==> config.mk <==
export PLATFORM = sky130hd
export DESIGN_NAME = nibble_add_seq
export DESIGN_NICKNAME = d
export VERILOG_FILES = /design/src/rtl/nibble_add_pkg.sv /design/src/rtl/nibble_add_seq.sv
export SDC_FILE = /design/constraint.sdc
export NUM_CORES = 1
export LEC_CHECK = 0
export ABC_CLOCK_PERIOD_IN_PS = 2300
export BUFFER_PORTS_ARGS = -buffer_cell sky130_fd_sc_hd__buf_2
export CORE_MARGIN = 3
export CORE_UTILIZATION = 30
export CTS_CLUSTER_DIAMETER = 150
export DETAILED_ROUTE_END_ITERATION = 8
export PLACE_DENSITY = 0.49
export SYNTH_ARGS = -nofsm -noshare
export SYNTH_HDL_FRONTEND = slang
export SYNTH_SLANG_ARGS = --single-unit
==> constraint.sdc <==
create_clock -name clk -period 2.3 [get_ports clk]
set_input_delay 0.575 -clock clk [delete_from_list [all_inputs] [get_ports clk]]
set_output_delay 0.575 -clock clk [all_outputs]
set_load 0.01 [all_outputs]
==> src/rtl/nibble_add_pkg.sv <==
// Shared types and constants for the nibble-serial add sequencer.
package nibble_add_pkg;

   typedef enum logic [1:0] {
      IDLE,
      RUN,
      DONE
   } state_t;

   localparam int NIB_W = 4;

   // Nibble index width; a single-nibble sequencer still needs one bit.
   function automatic int idx_width(input int nibbles);
      return (nibbles <= 1) ? 1 : $clog2(nibbles);
   endfunction

endpackage

==> src/rtl/nibble_add_seq.sv <==
// Multi-nibble add sequencer driving one external 4-bit adder slice, LSB nibble first.
// Optional subtract mode is built when the macro ADDSEQ_SUB_EN is defined.
module nibble_add_seq
   import nibble_add_pkg::*;
#(
   parameter  int NIBBLES = 4,
   localparam int W       = NIB_W * NIBBLES
) (
   input  logic             clk,
   input  logic             rst,
   input  logic             start,
   input  logic [W-1:0]     op_a,
   input  logic [W-1:0]     op_b,
   input  logic             cin,
`ifdef ADDSEQ_SUB_EN
   input  logic             sub,
`endif
   output logic [NIB_W-1:0] add_a,
   output logic [NIB_W-1:0] add_b,
   output logic             add_cin,
   input  logic [NIB_W-1:0] add_s,
   input  logic             add_cout,
   output logic             busy,
   output logic             done,
   output logic [W-1:0]     sum,
   output logic             cout
);

   localparam int               IDX_W = idx_width(NIBBLES);
   localparam logic [IDX_W-1:0] LAST  = IDX_W'(NIBBLES - 1);

   state_t           state;
   logic [W-1:0]     a_reg;
   logic [W-1:0]     b_reg;
   logic             carry;
   logic [IDX_W-1:0] idx;
   logic [NIB_W-1:0] a_nib;
   logic [NIB_W-1:0] b_nib;

`ifdef ADDSEQ_SUB_EN
   logic sub_reg;
`endif

   assign a_nib = a_reg[idx*NIB_W +: NIB_W];
   assign b_nib = b_reg[idx*NIB_W +: NIB_W];

   // Adder inputs come only from registers, so the external slice sees a clean
   // one-cycle window; they are parked at zero whenever no operation is running.
   always_comb begin
      // NOTE: every always_comb output gets a default first so no latch is inferred.
      add_a   = '0;
      add_b   = '0;
      add_cin = 1'b0;
      if (state == RUN) begin
         add_a   = a_nib;
`ifdef ADDSEQ_SUB_EN
         add_b   = sub_reg ? ~b_nib : b_nib;
`else
         add_b   = b_nib;
`endif
         add_cin = carry;
      end
   end

   always_ff @(posedge clk or posedge rst) begin
      if (rst) begin
         // NOTE: the operand registers are reset too; they are few flops and keep
         // the adder inputs deterministic after an aborted run.
         state <= IDLE;
         a_reg <= '0;
         b_reg <= '0;
         carry <= 1'b0;
         idx   <= '0;
         sum   <= '0;
         cout  <= 1'b0;
         busy  <= 1'b0;
         done  <= 1'b0;
`ifdef ADDSEQ_SUB_EN
         sub_reg <= 1'b0;
`endif
      end else begin
         // NOTE: non-blocking assignments throughout, so every branch reads the
         // pre-edge value of idx and carry.
         done <= 1'b0;
         unique case (state)
            IDLE: begin
               if (start) begin
                  a_reg <= op_a;
                  b_reg <= op_b;
                  idx   <= '0;
                  busy  <= 1'b1;
                  state <= RUN;
`ifdef ADDSEQ_SUB_EN
                  sub_reg <= sub;
                  carry   <= sub ? 1'b1 : cin;
`else
                  carry   <= cin;
`endif
               end
            end
            RUN: begin
               sum[idx*NIB_W +: NIB_W] <= add_s;
               carry                   <= add_cout;
               if (idx == LAST) begin
                  cout  <= add_cout;
                  busy  <= 1'b0;
                  done  <= 1'b1;
                  idx   <= '0;
                  state <= DONE;
               end else begin
                  idx <= idx + 1'b1;
               end
            end
            DONE: begin
               state <= IDLE;
            end
            default: begin
               state <= IDLE;
            end
         endcase
      end
   end

endmodule

==> run_results.csv <==
group,metric,value,unit
clock_network,htree_levels,2,
timing,finalWorstPathRequiredPeriod,2.182,ns
pwr,power.density,1337,nW/um^2
layout,stdcell_count,387,
logic_synthesis,syn_area,2630,um^2
global_route,grt_pass1_wl,9687,um
pwr,internal-power,2.680,mW
timing,setup-violations-final,0,
timing,finClkSkew,0.005688,ns
layout,final_nets,328,
routing,drt_pass1_iterations,4,
floorplanning,dieArea,9926,um^2
floorplanning,start_util,31.38,%
pwr,peakVddDrop,498.2,uV
pwr,p_total,4.282,mW
pwr,seqPwrFrac,39.8,%
place,io_buffers,68,
setup_path,critPathLaunchType,"register",
routing,wl_per_cell,14.71,um
pwr,combPwrFrac,47.5,%
timing,rsz0062_at_grt,"no",
place,place_inst,378,
floorplanning,rows,33,
layout,fill_cells,837,
routing,drt-initial-drc-count,49,
logic_synthesis,postSynthAreaPerCell,12.58,um^2
timing,slew_viol_final,0,
logic_synthesis,synth_ff_type,"dfrtp_1",
clock_network,clk_latency,0.31,ns
logic_synthesis,synth_edf_count,0,
timing,relSlewSlack,62.51,%
global_route,gr-total-overflow,0,
pwr,power.leakage,1.505,nW
clock_network,path_clk_slew,0.10,ns
layout,drive_gt1_share,43.26,%
global_route,grt_max_degree,41,
setup_path,critPathRequiredTime,1.73,ns
routing,highest_layer,"met4",
logic_synthesis,synthCells,209,
clock_network,cts_tree,"yes",
timing,finalHoldViolCount,0,
routing,vias,1844,
logic_synthesis,synth_nets,256,
layout,design_area,3202,um^2
floorplanning,pin_count,69,
layout,diodes,0,
routing,drc,0,
pwr,p_sw_share,37.42,%
logic_synthesis,synth_cell_types,28,
routing,dr_wl_met3,395,um
floorplanning,die_x,99.63,um
clock_network,cts.sinks,56,
pwr,power_switching,1.602,mW
logic_synthesis,yosysWarnings,0,
setup_path,cp_max_fo,12,
clock_network,cts_buffers,5,
setup_path,endpoint_kind,"output port",
logic_synthesis,synth.largest_area_cell,"dfrtp_1",
layout,areaGrowthSynthToFinish,21.74,%
timing,setup_tns,0,ns
routing,ant_nets,0,
routing,vias_per_cell,4.765,
timing,finalCritPeriodShare,94.89,%
logic_synthesis,yosysSeqAreaShare,53.28,%
global_route,grt_pass1_vias,1945,
place,place_area,3102,um^2
global_route,antenna_found_initial,0,
setup_path,arrival,1.61,ns
layout,mostFrequentLayoutCells,"buf_2 (68), dfrtp_1 (55), mux2_2 (32)",
logic_synthesis,synth_top_area_share,53.28,%
place,gp_congestion,0.6919,
logic_synthesis,ys_async_sr_fraction,100.0,%
routing,wl_met1,2531,um
status,status,"complete, no violations",
pwr,pwr-share-clk,12.8,%
clock_network,cts-root-buf,"clkbuf_8",
timing,worst_pin_slew,0.5624,ns
clock_network,ctsLongestPathBuffers,2,
job,maxCapViolCount,0,
layout,mostFrequentLayoutCell,"buf_2",
routing,wl,5692,um
logic_synthesis,ys_ff_latch,56,
global_route,grtUsageTotal,12.36,%
floorplanning,core_area,8382,um^2
floorplanning,chipHeight,99.63,um
routing,dr_wl_met2,2693,um
place,hpwl,4137,um
timing,fmax,458.2,MHz
setup_path,path_class,"register to output port",
min_path,hp-class,"input pin to asynchronous set/reset pin",
logic_synthesis,synth_area_leaders,"dfrtp_1 (53%), mux2_2 (14%), mux2i_1 (6.1%)",
## layout make-up
class                           instances  area [um^2]  area share [%]
Clock buffer                            6        72.57           2.267
Clock inverter                          2        16.27          0.5080
Inverter                               22        82.58           2.579
Multi-Input combinational cell        120         1084           33.84
Sequential cell                        56         1403           43.81
Tap cell                              105        131.4           4.103
Timing Repair Buffer                   76        412.9           12.90
## final timing paths
| kind | start | end | slack (ns) | cells past startpoint |
|---|---|---|---|---|
| worst max-delay path | idx[0] | add_b[0] | 0.12 | 3 |
| worst min-delay path | rst | sum[3] | 0.23 | 2 |
| worst max register to register | idx[0] | sum[4] | 0.35 | 4 |
| worst min register to register | busy | busy | 0.49 | 1 |
| max in group asynchronous | rst | idx[0] | 1.52 | 3 |
| min in group clk | op_a[15] | a_reg[15] | 0.47 | 2 |
## per-layer routing
layer | up-vias | global-route usage, %
met5 | - | 0
met4 | 0 | 3.466
met3 | 8 | 3.717
met2 | 56 | 20.61
met1 | 890 | 15.55
li1 | 890 | -
## synth_stat cells (2+ instances only)
cell      instances
o32ai_1          16
buf_2             4
mux2_2           32
clkbuf_1          3
buf_4             3
inv_1            22
dfrtp_1          56
a21o_1            3
and3b_1           4
or4b_4            2
or3b_2            2
nand3b_1          3
nand2_1          16
ha_1              6
nor2b_1           2
mux2i_1          16
o22ai_1           8
## timing repair
| item | 4_1_cts | 5_1_grt |
|---|---|---|
| setup buffers | 1 | 0 |
| pin swaps | 1 | 0 |
| endpoints found under the hold margin | 0 | 0 |
| setup endpoints to repair | 8 | 6 |
| hold buffers | 0 | 0 |
| resized for setup | 1 | 1 |
## worst max-delay path, stage by stage, from the launching register on
cell and delay, ns:
dfrtp_2 0.49, or3b_4 0.47, o22ai_1 0.17, buf_2 0.16
## power by group through the flow
stage                     registers, mW  logic (mW)  clock network [mW]
after floorplan                    1.74        1.41                   0
after global placement             1.71        2.04                   0
after detailed placement           1.73        2.05                   0
after CTS                          1.71        2.08               0.574
after global routing               1.77        2.28               0.623
final                              1.70        2.03               0.547
## logic make-up after synthesis
group                    count (synthesis)  share of synthesized area [%]
flip-flops                              56                          53.28
multiplexers                            49                          20.22
AND/OR/NAND/NOR                         35                          8.992
buffers and inverters                   33                          5.614
AO/OA/AOI/OAI                           30                          9.039
adder cells (fa/ha/maj)                  6                          2.854
## per-stage QoR
stage,setup slack (ns),hold WS (ns),utilization [%]
CTS,0.06282,0.2389,38.18
global placement,0.2676,0.4612,37.01
global route,0.02870,0.2598,38.20
floorplan,0.09797,0.4579,-
finish,0.1176,0.2291,38.20
detailed placement,0.2552,0.4698,37.01
(Power assumes the default switching activity.)
